<file path="src/rtl/debug_pkg.sv">
// Shared definitions for the debug command sequencer and the debug unit:
// GPIO opcodes, command word field layout, host command codes, FSM states.
package debug_pkg;

    // Command word field layout: [31] enable, [22:16] opcode, [15:0] data
    localparam int POS_ENABLE = 31;
    localparam int POS_ADDR   = 16;
    localparam int NB_ADDR    = 7;
    localparam int NB_HALF    = 16;

    // Debug unit opcodes (opcode 0 is the idle / no-op word)
    localparam logic [NB_ADDR-1:0] OP_CLEAR_ALL    = 7'd10;
    localparam logic [NB_ADDR-1:0] OP_STEP_ARM     = 7'd11;
    localparam logic [NB_ADDR-1:0] OP_STEP_GO      = 7'd12;
    localparam logic [NB_ADDR-1:0] OP_RUN          = 7'd13;
    localparam logic [NB_ADDR-1:0] OP_HALT         = 7'd14;
    localparam logic [NB_ADDR-1:0] OP_IADDR_LO     = 7'd15;
    localparam logic [NB_ADDR-1:0] OP_IADDR_HI     = 7'd16;
    localparam logic [NB_ADDR-1:0] OP_IDATA_LO     = 7'd17;
    localparam logic [NB_ADDR-1:0] OP_IDATA_HI     = 7'd18;
    localparam logic [NB_ADDR-1:0] OP_IWRITE       = 7'd19;
    localparam logic [NB_ADDR-1:0] OP_ICOMMIT      = 7'd20;
    localparam logic [NB_ADDR-1:0] OP_REG_SEL      = 7'd21;
    localparam logic [NB_ADDR-1:0] OP_MADDR_LO     = 7'd22;
    localparam logic [NB_ADDR-1:0] OP_MADDR_HI     = 7'd23;
    localparam logic [NB_ADDR-1:0] OP_REG_READ     = 7'd24;
    localparam logic [NB_ADDR-1:0] OP_MEM_READ     = 7'd29;
    localparam logic [NB_ADDR-1:0] OP_PC_READ      = 7'd30;
    localparam logic [NB_ADDR-1:0] OP_CPU_RST_SET  = 7'd31;
    localparam logic [NB_ADDR-1:0] OP_CPU_RST_CLR  = 7'd32;

    // Host command codes
    localparam logic [2:0] CMD_LOAD_INSTR = 3'd0;
    localparam logic [2:0] CMD_READ_REG   = 3'd1;
    localparam logic [2:0] CMD_READ_MEM   = 3'd2;
    localparam logic [2:0] CMD_READ_PC    = 3'd3;
    localparam logic [2:0] CMD_STEP       = 3'd4;
    localparam logic [2:0] CMD_RUN        = 3'd5;
    localparam logic [2:0] CMD_HALT       = 3'd6;
    localparam logic [2:0] CMD_RESET_CPU  = 3'd7;

    // Sequencer FSM states
    typedef enum logic [1:0] {
        ST_IDLE  = 2'd0,
        ST_ISSUE = 2'd1,
        ST_GAP   = 2'd2,
        ST_DONE  = 2'd3
    } state_t;

    // Commands that return a readback word
    function automatic logic is_read_cmd(input logic [2:0] cmd);
        return (cmd == CMD_READ_REG) || (cmd == CMD_READ_MEM) || (cmd == CMD_READ_PC);
    endfunction

endpackage

</file>
<file path="src/rtl/debug_uop_rom.sv">
// Micro-op table: maps (command, step index) to the opcode and 16-bit payload
// of one GPIO command word, plus flags for the last step and readback capture.
module debug_uop_rom
    import debug_pkg::*;
#(
    parameter int NB_GPIO = 32
) (
    input  logic [2:0]         cmd,
    input  logic [2:0]         step,
    input  logic [NB_GPIO-1:0] addr,
    input  logic [NB_GPIO-1:0] data,
    output logic [NB_ADDR-1:0] opcode,
    output logic [NB_HALF-1:0] uop_data,
    output logic               last,
    output logic               capture
);

    // Decode the current micro-op; unlisted steps fall back to a harmless last no-op
    always_comb begin
        opcode   = '0;
        uop_data = '0;
        last     = 1'b1;
        capture  = 1'b0;
        case (cmd)
            CMD_LOAD_INSTR: begin
                last = 1'b0;
                case (step)
                    3'd0: begin opcode = OP_IADDR_LO; uop_data = addr[NB_HALF-1:0]; end
                    3'd1: begin opcode = OP_IADDR_HI; uop_data = addr[2*NB_HALF-1:NB_HALF]; end
                    3'd2: begin opcode = OP_IDATA_LO; uop_data = data[NB_HALF-1:0]; end
                    3'd3: begin opcode = OP_IDATA_HI; uop_data = data[2*NB_HALF-1:NB_HALF]; end
                    3'd4: opcode = OP_IWRITE;
                    default: begin opcode = OP_ICOMMIT; last = 1'b1; end
                endcase
            end
            CMD_READ_REG: begin
                if (step == 3'd0) begin
                    opcode   = OP_REG_SEL;
                    uop_data = {11'b0, addr[4:0]};
                    last     = 1'b0;
                end else begin
                    opcode  = OP_REG_READ;
                    capture = 1'b1;
                end
            end
            CMD_READ_MEM: begin
                case (step)
                    3'd0: begin opcode = OP_MADDR_LO; uop_data = addr[NB_HALF-1:0]; last = 1'b0; end
                    3'd1: begin opcode = OP_MADDR_HI; uop_data = addr[2*NB_HALF-1:NB_HALF]; last = 1'b0; end
                    default: begin opcode = OP_MEM_READ; capture = 1'b1; end
                endcase
            end
            CMD_READ_PC: begin
                opcode  = OP_PC_READ;
                capture = 1'b1;
            end
            CMD_STEP: begin
                if (step == 3'd0) begin
                    opcode = OP_STEP_ARM;
                    last   = 1'b0;
                end else begin
                    opcode = OP_STEP_GO;
                end
            end
            CMD_RUN:  opcode = OP_RUN;
            CMD_HALT: opcode = OP_HALT;
            default: begin
                if (step == 3'd0) begin
                    opcode = OP_CPU_RST_SET;
                    last   = 1'b0;
                end else begin
                    opcode = OP_CPU_RST_CLR;
                end
            end
        endcase
    end

endmodule

</file>
<file path="src/rtl/debug_cmd_sequencer.sv">
// Expands one host debug command into the ordered GPIO command words for the
// debug unit. Each word is held HOLD_CYCLES cycles followed by one idle word;
// read commands capture the readback on the last hold cycle of the capture op.
module debug_cmd_sequencer
    import debug_pkg::*;
#(
    parameter int NB_GPIO     = 32,
    parameter int HOLD_CYCLES = 2
) (
    input  logic               i_clock,
    input  logic               i_reset,
    input  logic               i_cmd_valid,
    output logic               o_cmd_ready,
    input  logic [2:0]         i_cmd,
    input  logic [NB_GPIO-1:0] i_cmd_addr,
    input  logic [NB_GPIO-1:0] i_cmd_data,
    output logic [NB_GPIO-1:0] o_gpio,
    input  logic [NB_GPIO-1:0] i_gpio,
    output logic               o_busy,
    output logic               o_done,
    output logic               o_rsp_valid,
    output logic [NB_GPIO-1:0] o_rsp_data
);

    // The readback lags the opcode by one cycle, so a hold of 2 is the floor
    localparam int HOLD_EFF = (HOLD_CYCLES < 2) ? 2 : HOLD_CYCLES;
    localparam int NB_HOLD  = $clog2(HOLD_EFF + 1);
    localparam logic [NB_HOLD-1:0] HOLD_FIRST = NB_HOLD'(1);
    localparam logic [NB_HOLD-1:0] HOLD_LAST  = NB_HOLD'(HOLD_EFF);

    state_t             state;
    logic [2:0]         cmd_q;
    logic [2:0]         step_q;
    logic [NB_GPIO-1:0] addr_q;
    logic [NB_GPIO-1:0] data_q;
    logic [NB_HOLD-1:0] hold_cnt;
    logic               last_q;
    logic               capture_q;
    logic               accept;

    logic [2:0]         rom_cmd;
    logic [2:0]         rom_step;
    logic [NB_GPIO-1:0] rom_addr;
    logic [NB_GPIO-1:0] rom_data;
    logic [NB_ADDR-1:0] uop_opcode;
    logic [NB_HALF-1:0] uop_data;
    logic               uop_last;
    logic               uop_capture;
    logic [NB_GPIO-1:0] uop_word;

    function automatic logic [NB_GPIO-1:0] make_word(input logic [NB_ADDR-1:0] op,
                                                     input logic [NB_HALF-1:0] payload);
        logic [NB_GPIO-1:0] w;
        w                        = '0;
        w[POS_ENABLE]            = 1'b1;
        w[POS_ADDR +: NB_ADDR]   = op;
        w[NB_HALF-1:0]           = payload;
        return w;
    endfunction

    assign accept   = (state == ST_IDLE) && i_cmd_valid && o_cmd_ready;
    assign uop_word = make_word(uop_opcode, uop_data);

    // ROM looks at the live inputs while idle (first word goes out on the accept edge)
    // and one step ahead while in the gap (next word goes out on the gap exit edge)
    always_comb begin
        rom_cmd  = cmd_q;
        rom_step = step_q;
        rom_addr = addr_q;
        rom_data = data_q;
        if (state == ST_IDLE) begin
            rom_cmd  = i_cmd;
            rom_step = 3'd0;
            rom_addr = i_cmd_addr;
            rom_data = i_cmd_data;
        end else if (state == ST_GAP) begin
            rom_step = step_q + 3'd1;
        end
    end

    debug_uop_rom #(
        .NB_GPIO (NB_GPIO)
    ) u_rom (
        .cmd      (rom_cmd),
        .step     (rom_step),
        .addr     (rom_addr),
        .data     (rom_data),
        .opcode   (uop_opcode),
        .uop_data (uop_data),
        .last     (uop_last),
        .capture  (uop_capture)
    );

    // Command operands are frozen at accept so input changes mid-sequence are ignored
    always_ff @(posedge i_clock) begin
        if (accept) begin
            cmd_q  <= i_cmd;
            addr_q <= i_cmd_addr;
            data_q <= i_cmd_data;
        end
    end

    // Sequencer FSM with registered outputs aligned to the state
    always_ff @(posedge i_clock) begin
        if (i_reset) begin
            state       <= ST_IDLE;
            step_q      <= '0;
            hold_cnt    <= '0;
            last_q      <= 1'b0;
            capture_q   <= 1'b0;
            o_gpio      <= '0;
            o_busy      <= 1'b0;
            o_done      <= 1'b0;
            o_rsp_valid <= 1'b0;
            o_rsp_data  <= '0;
            o_cmd_ready <= 1'b1;
        end else begin
            o_done      <= 1'b0;
            o_rsp_valid <= 1'b0;
            case (state)
                ST_IDLE: begin
                    if (accept) begin
                        state       <= ST_ISSUE;
                        step_q      <= '0;
                        hold_cnt    <= HOLD_FIRST;
                        o_gpio      <= uop_word;
                        last_q      <= uop_last;
                        capture_q   <= uop_capture;
                        o_busy      <= 1'b1;
                        o_cmd_ready <= 1'b0;
                    end
                end
                ST_ISSUE: begin
                    if (hold_cnt == HOLD_LAST) begin
                        state  <= ST_GAP;
                        o_gpio <= '0;
                        if (capture_q) begin
                            o_rsp_data <= i_gpio;
                        end
                    end else begin
                        hold_cnt <= hold_cnt + HOLD_FIRST;
                    end
                end
                ST_GAP: begin
                    if (last_q) begin
                        state       <= ST_DONE;
                        o_done      <= 1'b1;
                        o_rsp_valid <= is_read_cmd(cmd_q);
                    end else begin
                        state     <= ST_ISSUE;
                        step_q    <= step_q + 3'd1;
                        hold_cnt  <= HOLD_FIRST;
                        o_gpio    <= uop_word;
                        last_q    <= uop_last;
                        capture_q <= uop_capture;
                    end
                end
                ST_DONE: begin
                    state       <= ST_IDLE;
                    o_busy      <= 1'b0;
                    o_cmd_ready <= 1'b1;
                end
                default: state <= ST_IDLE;
            endcase
        end
    end

endmodule

</file>
<file path="config.mk">
export PLATFORM = sky130hd
export DESIGN_NAME = debug_cmd_sequencer
export DESIGN_NICKNAME = d
export VERILOG_FILES = /design/src/rtl/debug_pkg.sv /design/src/rtl/debug_uop_rom.sv /design/src/rtl/debug_cmd_sequencer.sv
export SDC_FILE = /design/constraint.sdc
export NUM_CORES = 1
export LEC_CHECK = 0
export BUFFER_PORTS_ARGS = -buffer_cell sky130_fd_sc_hd__buf_2
export CORE_AREA = 2 2 117 119
export CTS_CLUSTER_DIAMETER = 200
export CTS_CLUSTER_SIZE = 16
export DETAILED_ROUTE_END_ITERATION = 8
export DIE_AREA = 0 0 119 121
export MAX_ROUTING_LAYER = met4
export PLACE_DENSITY = 0.86
export SLEW_MARGIN = 15
export SYNTH_ARGS = -nofsm -noshare
export SYNTH_HDL_FRONTEND = slang
export SYNTH_SLANG_ARGS = --single-unit
</file>
<file path="constraint.sdc">
create_clock -name i_clock -period 4.5 [get_ports i_clock]
set_input_delay 0.675 -clock i_clock [delete_from_list [all_inputs] [get_ports i_clock]]
set_output_delay 0.675 -clock i_clock [all_outputs]
set_load 0.02 [all_outputs]
</file>
==> reports/metrics.yaml, run 1 <==
outcome:
  outcome: "finished clean"
power_and_ir_drop:
  cellPowerDensity_mw_per_mm2: 403.4
  p_leak_uw: 0.003226
  pwr-share-clk: 0.429
  comb_power_share: 0.108
  p_seq_frac: 0.464
  ir_drop_v: 0.0002609
  swShare: 0.2406
  p_switching_uw: 726.2
  internal_power_uw: 2292
floorplan:
  core_area_mm2: 0.01309
  rows: 42
  start_util: 0.4600
  die_w_um: 119
  dieHeight_um: 121
  io-pin-count: 170
  dieArea_mm2: 0.01440
drt:
  via_per_inst: 5.368
  drtAntennaViolNets: 0
  drt_iter0_markers: 428
  drc: 0
  wl_per_cell_um: 15.83
  wirelength_um: 14940
  vias: 5067
  first_pass_iters: 5
place:
  dp_hpwl_um: 10240
  gp_congestion: 0.9373
  post-place-ws_ns: 1.343
  io_buffers: 160
setup_path:
  cp-endpoint: "o_gpio[2]"
  crit_path_end_kind: "register"
  path_max_fanout: 25
  crit_slowest_cell: "dfxtp_1"
  path_buf_inv: 1
  crit_type: "reg -> reg"
  worst_path_largest_cell_delay_ns: 0.94
  crit_chain: "buf_4 > nand2b_1 > o21ai_2 > nor3_4 > nand4_2 > o21a_1 > o31ai_2"
  regToRegEndpoint: "o_gpio[2]"
  cp_top_family: "simple AND/OR/NAND/NOR gates"
  crit_arrival_ns: 3.58
  startpoint: "state[0]"
  crit_cells: 7
  start_kind: "register"
  worst_r2r_path_depth: 7
  r2r-start: "state[0]"
  r2r_slack_ns: 1.25
  cp.required_ns: 4.83
global_routing:
  grt_util_all_layers: 0.2137
  antenna_found_initial: 0
  overflow: 0
  grt_first_pass_wirelength_um: 23670
  grt_pass1_vias: 4842
  grt_max_degree: 53
clock_tree:
  cts_resized: 0
  postCtsSetupBuffers: 0
  ctsHoldBuffers: 0
  h-tree-depth: 4
  cts.reportedPaths.clkPinSlew_ns: 0.06
  ctsRootBufferMaster: "clkbuf_16"
  clock_latency_ns: 0.41
  cts_max_path_buffers: 2
  cts_buffers: 17
  cts_tree: "done"
  cts.sinks: 135
sta:
  setup_viol_count_final: 0
  post-route-period-util: 0.7225
  fin_setup_tns_ns: 0
  relSlewSlack: 0.3605
  hold_viol: 0
  tightest_slew_ns: 0.9579
  finClkSkew_ns: 0.006740
  fin_crit_ns: 3.251
  max_freq_mhz: 307.6
  rsz0062_at_grt: "no"
  setup_ws_ns: 1.249
  drv_slew: 0
synth:
  netlist_area_mm2: 0.006020
  synth_warnings: 0
  synth-seq-cells: 135
  ys_seq_area_frac: 0.5604
  synth_cells: 603
  synth.distinct_cells: 63
  ys.flop_type: "dfxtp_1"
  async_reset_ff_frac: 0
  syn_avg_cell_area_um2: 9.983
  synth_edf_count: 67
finish:
  final_cell_mix: "160 x buf_2, 132 x nand2_1, 68 x dfxtp_1, 67 x edfxtp_1, 63 x a21oi_1"
  area_growth_pct: 24.32
  seqCellArea_mm2: 0.003373
  nFillCells: 1100
  drive_gt1_frac: 0.2920
  final_common_cell: "buf_2"
  nets: 858
  multi_input_area_mm2: 0.002441
run:
  cap_violations: 0
min_path:
  hold_path.class: "in -> reg"
[power groups by stage]
stage | sequential [uW] | clock (uW) | combinational (uW)
CTS | 1400 | 1310 | 322
global route | 1410 | 1370 | 357
finish | 1400 | 1290 | 325
floorplan | 1430 | 0 | 202
detailed placement | 1420 | 0 | 318
global placement | 1420 | 0 | 315
[synth_stat cells, types with 2 or more instances]
| library cell | count | area (um2) |
|---|---|---|
| a22oi_1 | 12 | 90.09 |
| nand2_1 | 132 | 495.5 |
| a31oi_1 | 2 | 12.51 |
| a211oi_2 | 2 | 25.02 |
| a211oi_1 | 10 | 75.07 |
| inv_1 | 3 | 11.26 |
| or2_2 | 4 | 25.02 |
| nand3_1 | 7 | 35.03 |
| nor4_1 | 2 | 12.51 |
| a21o_1 | 2 | 15.01 |
| and2_1 | 2 | 12.51 |
| o211ai_1 | 2 | 15.01 |
| o31ai_1 | 2 | 15.01 |
| o21a_1 | 5 | 37.54 |
| clkbuf_1 | 17 | 63.81 |
| buf_2 | 12 | 60.06 |
| buf_4 | 14 | 105.1 |
| o21ai_1 | 12 | 60.06 |
| nor2_1 | 45 | 168.9 |
| nor2b_1 | 3 | 18.77 |
| or3_1 | 2 | 12.51 |
| mux2i_1 | 28 | 280.3 |
| a211o_1 | 12 | 105.1 |
| a221oi_1 | 5 | 43.79 |
| ha_1 | 2 | 25.02 |
| buf_1 | 4 | 15.01 |
| nor2_2 | 2 | 12.51 |
| edfxtp_1 | 67 | 2012 |
| nand4_2 | 2 | 25.02 |
| dfxtp_1 | 68 | 1361 |
| o31ai_2 | 3 | 37.54 |
| a21oi_1 | 63 | 315.3 |
| o21ai_0 | 7 | 35.03 |
| nor3_1 | 14 | 70.07 |
| nand2b_1 | 3 | 18.77 |
| nor3b_1 | 4 | 30.03 |
[state kept, by name (all words and copies together), names as in the netlist, 2 cells and up]
name,count
step_q,3
hold_cnt,2
o_gpio,23
data_q,32
cmd_q,3
addr_q,32
o_rsp_data,32
state,2
[final cells by class]
class                   count  area share
diodes                      1   0.0003344
clock buffers              22     0.05935
clock inverters            10     0.01438
inverters                   3    0.001505
multi-input cells         426      0.3262
flip-flops and latches    135      0.4508
well taps                 176     0.02943
repair buffers            171      0.1180
[routing by layer]
layer / vias to the layer above / track usage / routed length, um
met5: - / - / 0
met4: 0 / 0.08631 / 359
met3: 36 / 0.04511 / 994
met2: 225 / 0.3484 / 7363
met1: 2350 / 0.2609 / 6227
li1: 2456 / - / -
[worst min-delay path by stage]
stage / startpoint / endpoint / slack [ns] / cells after the start
CTS: i_cmd_addr[19] / addr_q[19] / 0.42 / 1
finish: i_cmd_addr[19] / addr_q[19] / 0.44 / 1
detailed placement: o_gpio[21] / o_gpio[21] / 0.44 / 2
global route: i_cmd_addr[19] / addr_q[19] / 0.43 / 1
floorplan: capture_q / capture_q / 0.44 / 2
global placement: o_rsp_data[6] / o_rsp_data[6] / 0.44 / 2
[worst reg2reg max path, cell delays in order (launching register included)]
cell and delay, ns:
dfxtp_1 0.94, buf_4 0.37, nand2b_1 0.22, o21ai_2 0.17, nor3_4 0.74, nand4_2 0.27, o21a_1 0.27, o31ai_2 0.20
[cell families (layout without fill, tap and decap cells)]
kind of cell    after synthesis  count (layout)  share of synthesized area
mux                          31              31                    0.05321
simple gates                233             233                     0.1731
buf+inv                      50             206                    0.04240
other cells                   1              10                  0.0006230
fa+ha+maj                     2               2                   0.004156
flops                       135             135                     0.5604
compound gates              151             151                     0.1661
[stage by stage]
step	instances	utilization	hold slack [ns]	power, uW	area [um2]
CTS	943	0.5717	0.4234	3029	7481
detailed placement	911	0.5295	0.4432	1741	6929
global route	943	0.5717	0.4252	3135	7481
finish	944	0.5719	0.4378	3019	7483
floorplan	611	-	0.4447	1632	6050
global placement	911	0.5295	0.4389	1736	6929
Note: power is estimated with default switching activity, not from simulation.
==> inputs of run 2 (changes only) <==
- ABC_AREA: unset -> 1
- CORE_AREA: 2 2 117 119 -> 2 2 116 118
- DIE_AREA: 0 0 119 121 -> 0 0 118 120
- PLACE_DENSITY: 0.86 -> 0.87
- clock period: 4.5 -> 3.1 ns (I/O delays scaled with it)
==> run 2 against run 1 <==
Clock-buffer cell count did not move. Setup slack lost 0.40 ns. Sequential share of layout area down 2.1 points. Combinational power grew to 3.3 times the previous value. Area after synthesis grew 5.8%. Die area fell by 1.7%. Design area increased by 4.9%. Critical path depth grew 5. Synthesized cell count grew 38%. Critical endpoint is now o_gpio[3]. Largest cell class unchanged. Largest power group unchanged.
==> reports/metrics.yaml, run 2 <==
outcome:
  outcome: "finished clean"  # unchanged
setup_path:
  regToRegEndpoint: "o_gpio[3]"  # was o_gpio[2]
  r2r_slack_ns: 0.85  # was 1.25 ns
  path_max_fanout: 16  # was 25
  r2r-start: "step_q[0]"  # was state[0]
  path_buf_inv: 2  # was 1
  crit_path_end_kind: "register"  # unchanged
  crit_type: "reg -> reg"  # unchanged
  worst_path_largest_cell_delay_ns: 0.52  # was 0.94 ns
  crit_slowest_cell: "nor2_2"  # was dfxtp_1
  worst_r2r_path_depth: 12  # was 7
  start_kind: "register"  # unchanged
  crit_chain: "ha_1 > nand3_1 > nand2_1 > inv_2 > nand2_1 > nor2_2 > nand2_1 > o21ai_0 > inv_1 > nand2_1 > nand2_1 > a21oi_1"  # was buf_4 > nand2b_1 > o21ai_2 > nor3_4 > nand4_2 > o21a_1 > o31ai_2
  crit_arrival_ns: 2.60  # was 3.58 ns
  cp.required_ns: 3.45  # was 4.83 ns
  crit_top_cell: "nand2_1"
  cp_top_family: "simple AND/OR/NAND/NOR gates"  # unchanged
min_path:
  hold_path.class: "in -> reg"  # unchanged
  hold_start: "i_cmd_data[26]"  # was i_cmd_addr[19]
  hold-path-cell-count: 1  # unchanged
  whs_endpoint: "data_q[26]"  # was addr_q[19]
floorplan:
  dieHeight_um: 120  # was 121 um
  dieArea_mm2: 0.01416  # was 0.01440 mm2
  die_w_um: 118  # was 119 um
  rows: 42  # unchanged
  core_area_mm2: 0.01298  # was 0.01309 mm2
  start_util: 0.4907  # was 0.4600
  io-pin-count: 170  # unchanged
power_and_ir_drop:
  swShare: 0.3074  # was 0.2406
  internal_power_uw: 3621  # was 2292 uW
  p_leak_uw: 0.003773  # was 0.003226 uW
  cellPowerDensity_mw_per_mm2: 666.0  # was 403.4 mW/mm2
  pwr-share-clk: 0.391  # was 0.429
  p_switching_uw: 1607  # was 726.2 uW
  ir_drop_v: 0.0004147  # was 0.0002609 V
  p_seq_frac: 0.402  # was 0.464
  comb_power_share: 0.207  # was 0.108
clock_tree:
  h-tree-depth: 4  # unchanged
  cts_resized: 0  # unchanged
  cts.reportedPaths.clkPinSlew_ns: 0.06  # about the same
  cts_tree: "done"  # unchanged
  cts_max_path_buffers: 2  # unchanged
  clock_latency_ns: 0.42  # was 0.41 ns
  cts_buffers: 17  # unchanged
  cts.sinks: 135  # unchanged
  ctsHoldBuffers: 0  # unchanged
  ctsRootBufferMaster: "clkbuf_16"  # unchanged
  postCtsSetupBuffers: 0  # unchanged
synth:
  ys_seq_area_frac: 0.5296  # was 0.5604
  synth.distinct_cells: 32  # was 63
  synth_cells: 831  # was 603
  synth_edf_count: 67  # unchanged
  synth_warnings: 0  # unchanged
  netlist_area_mm2: 0.006370  # was 0.006020 mm2
  synth.most_common_cell: "nand2_1"  # unchanged
  ys.flop_type: "dfxtp_1"  # unchanged
  netlist_top_cells_count: "365 x nand2_1, 91 x nor2_1, 68 x dfxtp_1"  # was 132 x nand2_1, 68 x dfxtp_1, 67 x edfxtp_1
  ys_top_cells_by_area: "edfxtp_1 32%, nand2_1 22%, dfxtp_1 21%"  # was edfxtp_1 33%, dfxtp_1 23%, nand2_1 8.2%
  yosysTopAreaCellShare: 0.3159  # was 0.3342
  synth-seq-cells: 135  # unchanged
  syn_avg_cell_area_um2: 7.665  # was 9.983 um2
  async_reset_ff_frac: 0  # unchanged
  yosysTopAreaCell: "edfxtp_1"  # unchanged
drt:
  wl_per_cell_um: 13.72  # was 15.83 um
  drtAntennaViolNets: 0  # unchanged
  wirelength_um: 16020  # was 14940 um
  vias: 5848  # was 5067
  via_per_inst: 5.011  # was 5.368
  first_pass_iters: 6  # was 5
  drc: 0  # unchanged
  drt_iter0_markers: 670  # was 428
global_routing:
  grt_first_pass_wirelength_um: 25760  # was 23670 um
  overflow: 0  # unchanged
  grt_max_degree: 65  # was 53
  antenna_found_initial: 1  # was 0
  grt_pass1_vias: 5335  # was 4842
  grt_util_all_layers: 0.2344  # was 0.2137
finish:
  final_common_cell: "nand2_1"  # was buf_2
  area_growth_pct: 23.22  # was 24.32%
  drive_gt1_frac: 0.2293  # was 0.2920
  reg_top3: "addr_q x32, data_q x32, o_rsp_data x32"  # unchanged
  final_cell_mix: "365 x nand2_1, 160 x buf_2, 91 x nor2_1, 68 x dfxtp_1, 67 x edfxtp_1"  # was 160 x buf_2, 132 x nand2_1, 68 x dfxtp_1, 67 x edfxtp_1, 63 x a21oi_1
  nets: 1081  # was 858
  finish.instance_area_mm2: 0.007849  # was 0.007483 mm2
  finish.utilization: 0.6047  # was 0.5719
sta:
  setup_viol_count_final: 0  # unchanged
  rsz0062_at_grt: "no"  # unchanged
  max_freq_mhz: 443.7  # was 307.6 MHz
  relSlewSlack: 0.3765  # was 0.3605
  fin_crit_ns: 2.254  # was 3.251 ns
  fin_setup_tns_ns: 0  # unchanged
  post-route-period-util: 0.7270  # was 0.7225
  setup_ws_ns: 0.8464  # was 1.249 ns
  finClkSkew_ns: 0.006805  # was 0.006740 ns
  drv_slew: 0  # unchanged
  tightest_slew_ns: 0.9342  # was 0.9579 ns
  hold_viol: 0  # unchanged
place:
  gp_congestion: 0.8676  # was 0.9373
  dp_hpwl_um: 10890  # was 10240 um
  post-place-ws_ns: 0.9492  # was 1.343 ns
  io_buffers: 160  # unchanged
  dpl-instance-area_mm2: 0.007232  # was 0.006929 mm2
run:
  cap_violations: 0  # unchanged
-- run 2: cell types whose count changed after synthesis, moves of 10 or more --
cell,delta
inv_1,+29
o21ai_0,+39
a211oi_1,-10
nand3_1,+35
mux2i_1,-28
nor2_1,+46
nor3_1,-12
nand2_1,+233
a211o_1,-12
a22oi_1,-12
a21oi_1,-32
-- run 2: per-layer routing --
metal	up-vias	wire (um)	track usage
met2	230	7728	0.3721
met5	-	0	-
met4	0	234	0.06777
met3	25	1026	0.05751
met1	2669	7026	0.3003
li1	2924	-	-
-- run 2: final cells by class --
class | instances | area (um2)
multi-input cells | 616 | 2623
fillers | 1174 | 5131
clock buffers | 22 | 539.3
repair buffers | 167 | 865.8
diodes | 1 | 2.502
well taps | 176 | 220.2
clock inverters | 10 | 75.07
flip-flops and latches | 135 | 3373
inverters | 40 | 150.1
-- run 2: stage by stage --
stage / total power [uW] / hold slack (ns) / std cells
3_3_place_gp: 3187 / 0.4255 / 1134
6_report: 5227 / 0.2347 / 1167
5_1_grt: 5476 / 0.2162 / 1167
2_1_floorplan: 2919 / 0.4097 / 839
3_5_place_dp: 3201 / 0.4258 / 1134
4_1_cts: 5237 / 0.2229 / 1166
-- run 2: logic make-up after synthesis --
family	after synthesis	share of synthesized area
buffers and inverters	88	0.06345
other	1	0.0005887
and+or+nand+nor	518	0.3300
AOI/OAI and AO/OA	87	0.07248
DFF	135	0.5296
adders and majority gates	2	0.003928
-- run 2: how the worst max path moves through the flow --
stage	slack, ns	end	depth (start not counted)	from
3_3_place_gp	1.05	capture_q	4	i_reset
5_1_grt	0.54	o_gpio[3]	12	state[0]
6_report	0.85	o_gpio[3]	12	step_q[0]
3_5_place_dp	0.95	o_gpio[3]	12	state[0]
2_1_floorplan	0.63	addr_q[0]	4	state[0]
4_1_cts	0.88	o_gpio[3]	12	step_q[0]
-- run 2: power by group through the flow --
stage	sequential, uW	combinational, uW	clock (uW)
finish	2100	1080	2040
floorplan	2160	757	0
detailed placement	2140	1060	0
CTS	2100	1080	2060
global placement	2130	1060	0
global route	2110	1220	2140
